--- config.mk ---
export PLATFORM = sky130hd
export DESIGN_NAME = prim_sync_reqack_src
export DESIGN_NICKNAME = d
export VERILOG_FILES = /design/src/rtl/prim_sync_reqack_src.sv
export SDC_FILE = /design/constraint.sdc
export NUM_CORES = 1
export LEC_CHECK = 0
export ABC_AREA = 1
export CAP_MARGIN = 20
export CORE_MARGIN = 4
export CORE_UTILIZATION = 38
export CTS_CLUSTER_SIZE = 12
export DETAILED_ROUTE_END_ITERATION = 8
export PLACE_DENSITY_LB_ADDON = 0.1
export SLEW_MARGIN = 5
export SYNTH_ARGS = -nofsm -noshare
export SYNTH_HDL_FRONTEND = slang
export SYNTH_SLANG_ARGS = --single-unit
--- constraint.sdc ---
create_clock -name clk_i -period 1 [get_ports clk_i]
set_input_delay 0.3 -clock clk_i [delete_from_list [all_inputs] [get_ports clk_i]]
set_output_delay 0.3 -clock clk_i [all_outputs]
set_load 0.02 [all_outputs]
--- src/rtl/prim_sync_reqack_src.sv ---
// Source endpoint of a two-phase (toggle) req/ack clock-domain crossing: holds a word on
// cdc_data_o, toggles cdc_req_o and waits for the resynchronized ack toggle to match.
module prim_sync_reqack_src #(
  parameter int unsigned      Width         = 16,
  parameter logic [Width-1:0] ResetValue    = {Width{1'b0}},
  parameter int unsigned      TimeoutCycles = 0
) (
  input  logic             clk_i,
  input  logic             rst_i,
  input  logic             src_valid_i,
  input  logic [Width-1:0] src_data_i,
  output logic             src_ready_o,
  output logic             done_o,
  output logic             cdc_req_o,
  output logic [Width-1:0] cdc_data_o,
  input  logic             cdc_ack_i,
  output logic             timeout_o,
  output logic             proto_err_o
);

  typedef enum logic [0:0] {
    IDLE     = 1'b0,
    WAIT_ACK = 1'b1
  } state_e;

  state_e           state_r, state_s;
  logic             ack_q1_r, ack_q2_r;
  logic             req_r, req_s;
  logic [Width-1:0] data_r, data_s;
  logic             done_r, done_s;
  logic             proto_err_r, proto_err_s;
  logic             timeout_r;

  // Two-flop resynchronizer for the asynchronous far-domain ack toggle
  always_ff @(posedge clk_i) begin
    if (rst_i) begin
      ack_q1_r <= 1'b0;
      ack_q2_r <= 1'b0;
    end else begin
      ack_q1_r <= cdc_ack_i;
      ack_q2_r <= ack_q1_r;
    end
  end

  // Next-state, handshake and protocol-error logic
  always_comb begin
    state_s     = state_r;
    req_s       = req_r;
    data_s      = data_r;
    done_s      = 1'b0;
    proto_err_s = proto_err_r;
    case (state_r)
      IDLE: begin
        if (src_valid_i) begin
          req_s   = ~req_r;
          data_s  = src_data_i;
          state_s = WAIT_ACK;
        end else begin
          state_s = IDLE;
        end
        // Matching phases are the only legal idle condition
        if (ack_q2_r != req_r) begin
          proto_err_s = 1'b1;
        end else begin
          proto_err_s = proto_err_r;
        end
      end
      WAIT_ACK: begin
        if (ack_q2_r == req_r) begin
          state_s = IDLE;
          done_s  = 1'b1;
        end else begin
          state_s = WAIT_ACK;
        end
      end
      default: begin
        state_s = IDLE;
      end
    endcase
  end

  // Control and data registers; the CDC outputs come straight from these flops
  always_ff @(posedge clk_i) begin
    if (rst_i) begin
      state_r     <= IDLE;
      req_r       <= 1'b0;
      data_r      <= ResetValue;
      done_r      <= 1'b0;
      proto_err_r <= 1'b0;
    end else begin
      state_r     <= state_s;
      req_r       <= req_s;
      data_r      <= data_s;
      done_r      <= done_s;
      proto_err_r <= proto_err_s;
    end
  end

  if (TimeoutCycles > 0) begin : gen_watchdog
    localparam int unsigned     CntW   = $clog2(TimeoutCycles + 1);
    localparam logic [CntW-1:0] CntMax = CntW'(TimeoutCycles);
    logic [CntW-1:0] cnt_r;

    // Saturating WAIT_ACK cycle counter (zero whenever idle) and sticky timeout flag
    always_ff @(posedge clk_i) begin
      if (rst_i) begin
        cnt_r     <= {CntW{1'b0}};
        timeout_r <= 1'b0;
      end else begin
        if (state_r == IDLE) begin
          cnt_r <= {CntW{1'b0}};
        end else if (cnt_r != CntMax) begin
          cnt_r <= cnt_r + CntW'(1);
        end else begin
          cnt_r <= cnt_r;
        end
        if ((state_r == WAIT_ACK) && (cnt_r == CntMax)) begin
          timeout_r <= 1'b1;
        end else begin
          timeout_r <= timeout_r;
        end
      end
    end
  end else begin : gen_no_watchdog
    assign timeout_r = 1'b0;
  end

  assign src_ready_o = (state_r == IDLE);
  assign done_o      = done_r;
  assign cdc_req_o   = req_r;
  assign cdc_data_o  = data_r;
  assign timeout_o   = timeout_r;
  assign proto_err_o = proto_err_r;

endmodule

==> results of run 1 <==
-- cell type report --
type                            count  area [um2]
Sequential cell                    22         465
Inverter                            8        46.3
Multi-Input combinational cell     65         324
Tap cell                           27        33.8
Timing Repair Buffer               51         503
Clock buffer                        3        22.5
Fill cell                         156         563
Timing Repair inverter              3        23.8
-- flip-flops by register name (all words and copies together), names as in the netlist --
| register | cells |
|---|---|
| ack_q2_r | 1 |
| state_r | 1 |
| ack_q1_r | 1 |
| proto_err_o | 1 |
| done_o | 1 |
| cdc_data_o | 16 |
| cdc_req_o | 1 |
-- kinds of logic after synthesis --
family                 Yosys count  share of synthesized area
AO/OA/AOI/OAI                   20                      0.124
AND/OR/NAND/NOR                 42                      0.229
flip-flops                      22                      0.545
other                            1                    0.00464
buffers and inverters           12                     0.0975
-- path summary, 6_finish.rpt --
kind	start	endpoint	slack (ns)	cells after the start
setup / recovery	state_r	src_ready_o	-0.11	2
hold reg to reg	ack_q1_r	ack_q2_r	0.41	2
hold / removal	ack_q1_r	ack_q2_r	0.41	2
setup reg to reg	state_r	cdc_req_o	-0.03	5
-- critical path, stage by stage, from the launching register on --
cell and delay [ns]:
dfxtp_2 0.36, inv_2 0.04, buf_6 0.12
-- placed cells by master (no fill, tap or decap) --
master	n
clkdlybuf4s50_1	17
o21ai_2	1
dfxtp_2	20
dfxtp_1	2
conb_1	1
dlygate4sd2_1	2
nand3_1	2
clkbuf_4	3
clkinvlp_2	1
a21oi_1	3
inv_8	1
nor2_2	7
inv_12	1
inv_1	5
o21ai_0	3
nand2_1	3
nand2_8	1
buf_6	20
buf_4	12
inv_2	1
o21ai_1	13
clkinvlp_4	2
nand2_4	2
nor2_1	29
-- timing repair --
action | 4_1_cts | 5_1_grt
gates resized for setup | 147 | 16
gates cloned | 2 | 3
setup endpoints to repair | 38 | 37
-- per-stage QoR --
stage               worst slack (ns)  std cells  hold WS (ns)
global placement              -0.385        171         0.394
global route                  -0.152        179         0.445
finish                        -0.115        179         0.412
CTS                           -0.126        176         0.414
floorplan                     0.0308         97         0.369
detailed placement            -0.403        171         0.397
-- layer usage --
metal  routed length (um)  global-route usage  up-vias
met5                    0                   0        -
met1                  961               0.191      348
li1                     -                   -      419
met4                   18              0.0788        0
met2                 1060               0.261       25
met3                  108              0.0249        2
-- power by group through the flow --
stage	clock [uW]	combinational, uW	sequential, uW
2_1_floorplan	0	161	1080
3_3_place_gp	0	499	996
3_5_place_dp	0	502	1000
4_1_cts	408	536	1010
5_1_grt	437	615	1020
6_report	391	565	1010
==> run metrics, run 1 <==
die width about 54 um; Clock Pin Slew Worst Setup and Hold Paths roughly 0.11 ns; Clock Skew 0.00270 ns; #FFs+latches synth 22; cell taking the most area after synthesis dfxtp_1; setup bufs post-CTS 0; max-slew violation count 0; CTS tree done; Pre-Repair DR Iteration Count 4; I/O pins 41; Initial Utilization 0.408; row count 16; clk sinks 22; min Tclk post-route 1.11 ns; vias post-DR between 700 and 800; Placed Area roughly 1300 um2; clock share of power 0.199; switching share of power 0.290; failing checks negative setup slack; final setup vio count 21; DR WL/cell between 10 and 15 um; status complete, but fails checks; antenna viol nets, final 0; pin count of the biggest net entering global routing 20; Max Cap Violations 0; post-synth top area share 0.545; Nets about 170; CP Launch Type register; TNS Setup -1.33 ns; CTS Hold Buffers Added 0; DR DRC count 0; part of the power in combinational logic 0.288; synth-to-layout area growth 75.5%; Hold Vio Cnt, Final 0; CTS Buf Count 3; ys flop type dfxtp_1; largest cells by area after synthesis dfxtp_1, nor2_1, o21ai_0, nor2_2, inv_1; core footprint 1980 um2; kind of critical path register to output pin; Design Area, Final ~1400 um2; gr usage total 0.156; worst hold path type register to register; RSZ-0062 raised after global routing yes; initial DRC count 9; layout cell share with drive strength beyond 1 0.474; Fmax 897 MHz; port bufs 39; Clock Tree Root clkbuf_4; DR vias/cell 4.44; Mapped Area around 810 um2; Finished Core Util 0.716; final WL around 2200 um; worst path arrival time 0.81 ns; Synth warnings 0; sequential cell fraction of total power 0.513; syn_area_per_cell approximately 8.3 um2; P_sw approximately 570 uW; setup ws final -0.115 ns; diode count 0; Die Y ~54 um; H-tree depth 1; post-synthesis sequential area ratio 0.545; crit end category output pin; FFs w/ async S/R, synth 0; Cells after Synth 97; vias in the first global route around 750; period utilisation layout 1.11; VDD IR max approximately 0.0008 V; first-pass GRT wire length 3210 um; WP data required 0.70 ns; worst-path maximum fanout 2; clock buffer depth 2; Leakage Power ~0.00062 uW; post-synthesis net count 117; dpl hpwl 1320 um; initial antenna violation count 0; Post-synth top cells nor2_1, dfxtp_1, o21ai_0; Pwr Density around 1400 nW/um2; die area between 2000 and 3000 um2; Synth cell types 16; GRT overflow 0; clk_lat worst skew 0.30 ns; total power around 2000 uW; Pint about 1400 uW; number of synthesized flops with an enable pin 0; gpl congestion ~0.72; count leader, synth nor2_1
No activity file was read; power rests on OpenSTA's default activity.
==> run 2: changes to the inputs <==
- REMOVE_ABC_BUFFERS: default -> 1
==> run 2 against run 1 <==
Setup slack gained 0.0081 ns; critical path depth stayed put; clock skew down 0.0016 ns; sequential share of layout area is 0.93 points lower; the flow still finishes with violations (negative setup slack); first-iteration DRC count is 11% higher; register-to-register slack about the same.
==> run metrics, run 2 (synthesis gave the netlist of run 1 again) <==
status complete, but fails checks; failing checks negative setup slack; fin cells ~180; GR peak layer met2; VDD IR max 0.000830 V; sequential cell fraction of total power 0.508; max-slew violation count 0; Pwr Density about 1400 nW/um2; Clock Pin Slew Worst Setup and Hold Paths 0.11 ns; DR vias/cell about 4.5; Design Area, Final between 1000 and 1500 um2; switching share of power 0.293; CTS Buf Count 3; clock buffer depth 2; DR WL/cell between 10 and 15 um; gpl congestion roughly 0.67; worst path arrival time between 0.8 and 0.9 ns; kind of critical path register to output pin; period utilisation layout 1.11; part of the power in combinational logic 0.296; Pre-Repair DR Iteration Count 4; dpl hpwl 1250 um; worst-path maximum fanout 2; GRT overflow 0; Nets around 180; setup ws final -0.107 ns; CTS tree done; Clock Skew 0.00106 ns; core footprint between 1500 and 2000 um2; Initial Utilization 0.408; crit end category output pin; gr usage total 0.153; P_sw just under 600 uW; RSZ-0062 raised after global routing yes; initial DRC count 10; commonest cells after routing, fill and taps aside nor2_1, dfxtp_2, buf_6; final setup vio count 28; port bufs 39; max incr delay on CP about 0.35 ns; most common cell after layout, fill and taps aside nor2_1; diode count 0; Pint 1410 uW; first-pass GRT wire length 3120 um; Max Cap Violations 0; Leakage Power 0.000640 uW; Placed Cells 172; initial antenna violation count 0; worst hold path type register to register; die area roughly 2900 um2; clk sinks 22; row count 16; pin count of the biggest net entering global routing 18; Finished Core Util 0.737; clk_lat worst skew about 0.3 ns; clock share of power 0.196; Placed Area ~1300 um2; vias in the first global route about 760; Clock Tree Root clkbuf_4; critical path, cell by cell inv_2, buf_6; I/O pins 41; Fmax roughly 900 MHz; Place WS -0.406 ns; final WL between 2000 and 2500 um; Hold Vio Cnt, Final 0; Fill cells roughly 140; Hold WS approximately 0.41 ns; Global Route met1 Usage 0.177; Die Y around 54 um; M2 GR Usage 0.257; Slowest cell on crit path dfxtp_2; CP Launch Type register; die width 54.1 um; vias post-DR between 800 and 900; max reg flops 16; H-tree depth 1; synth-to-layout area growth 80.7%; antenna viol nets, final 0; DR DRC count 0; min Tclk post-route 1.11 ns; grt met3 use 0.0277; layout cell share with drive strength beyond 1 0.523; WP data required ~0.70 ns
-- run 2: worst paths after layout --
check | start | end | slack (ns) | cells after the start
max reg2reg | state_r | cdc_data_o[4] | -0.03 | 6
min reg2reg | ack_q1_r | ack_q2_r | 0.41 | 2
min | ack_q1_r | ack_q2_r | 0.41 | 2
max | state_r | src_ready_o | -0.11 | 2
-- run 2: routing by layer --
metal  part of all wire  up-vias
li1                   -      420
met1               0.43      366
met2               0.51       31
met3              0.055        2
met4             0.0031        0
met5                  0        -
-- run 2: layout make-up --
class | instances | area, um2 | area share
clock buffers | 3 | 22.5 | 0.0154
inverters | 8 | 46.3 | 0.0317
multi-input cells | 65 | 342 | 0.234
flip-flops and latches | 22 | 465 | 0.319
well taps | 27 | 33.8 | 0.0231
repair buffers | 53 | 518 | 0.355
repair inverters | 4 | 32.5 | 0.0223
-- run 2: through the flow --
stage	setup TNS [ns]	power, uW
CTS	-1.46	1950
global route	-2.86	2080
finish	-1.43	1990
floorplan	0	1220
detailed placement	-11.58	1510
global placement	-11.30	1500
-- run 2: what timing repair did --
item / CTS / global route
setup buffers: 0 / 1
setup endpoints to repair: 38 / 37
hold buffers: 0 / 0
gates resized for setup: 146 / 18
cloned: 3 / 3
-- run 2: power groups by stage --
| stage | Combinational, uW | Sequential [uW] | Clock (uW) |
|---|---|---|---|
| after global placement | 501 | 997 | 0 |
| after CTS | 544 | 1010 | 399 |
| after global routing | 632 | 1020 | 432 |
| after floorplan | 135 | 1080 | 0 |
| after detailed placement | 507 | 999 | 0 |
| final | 589 | 1010 | 390 |
-- run 2: worst max-delay path: cells and delay by family (launching register included) --
kind / cells / cell delay (ns)
flops: 1 / 0.35
buf+inv: 2 / 0.16
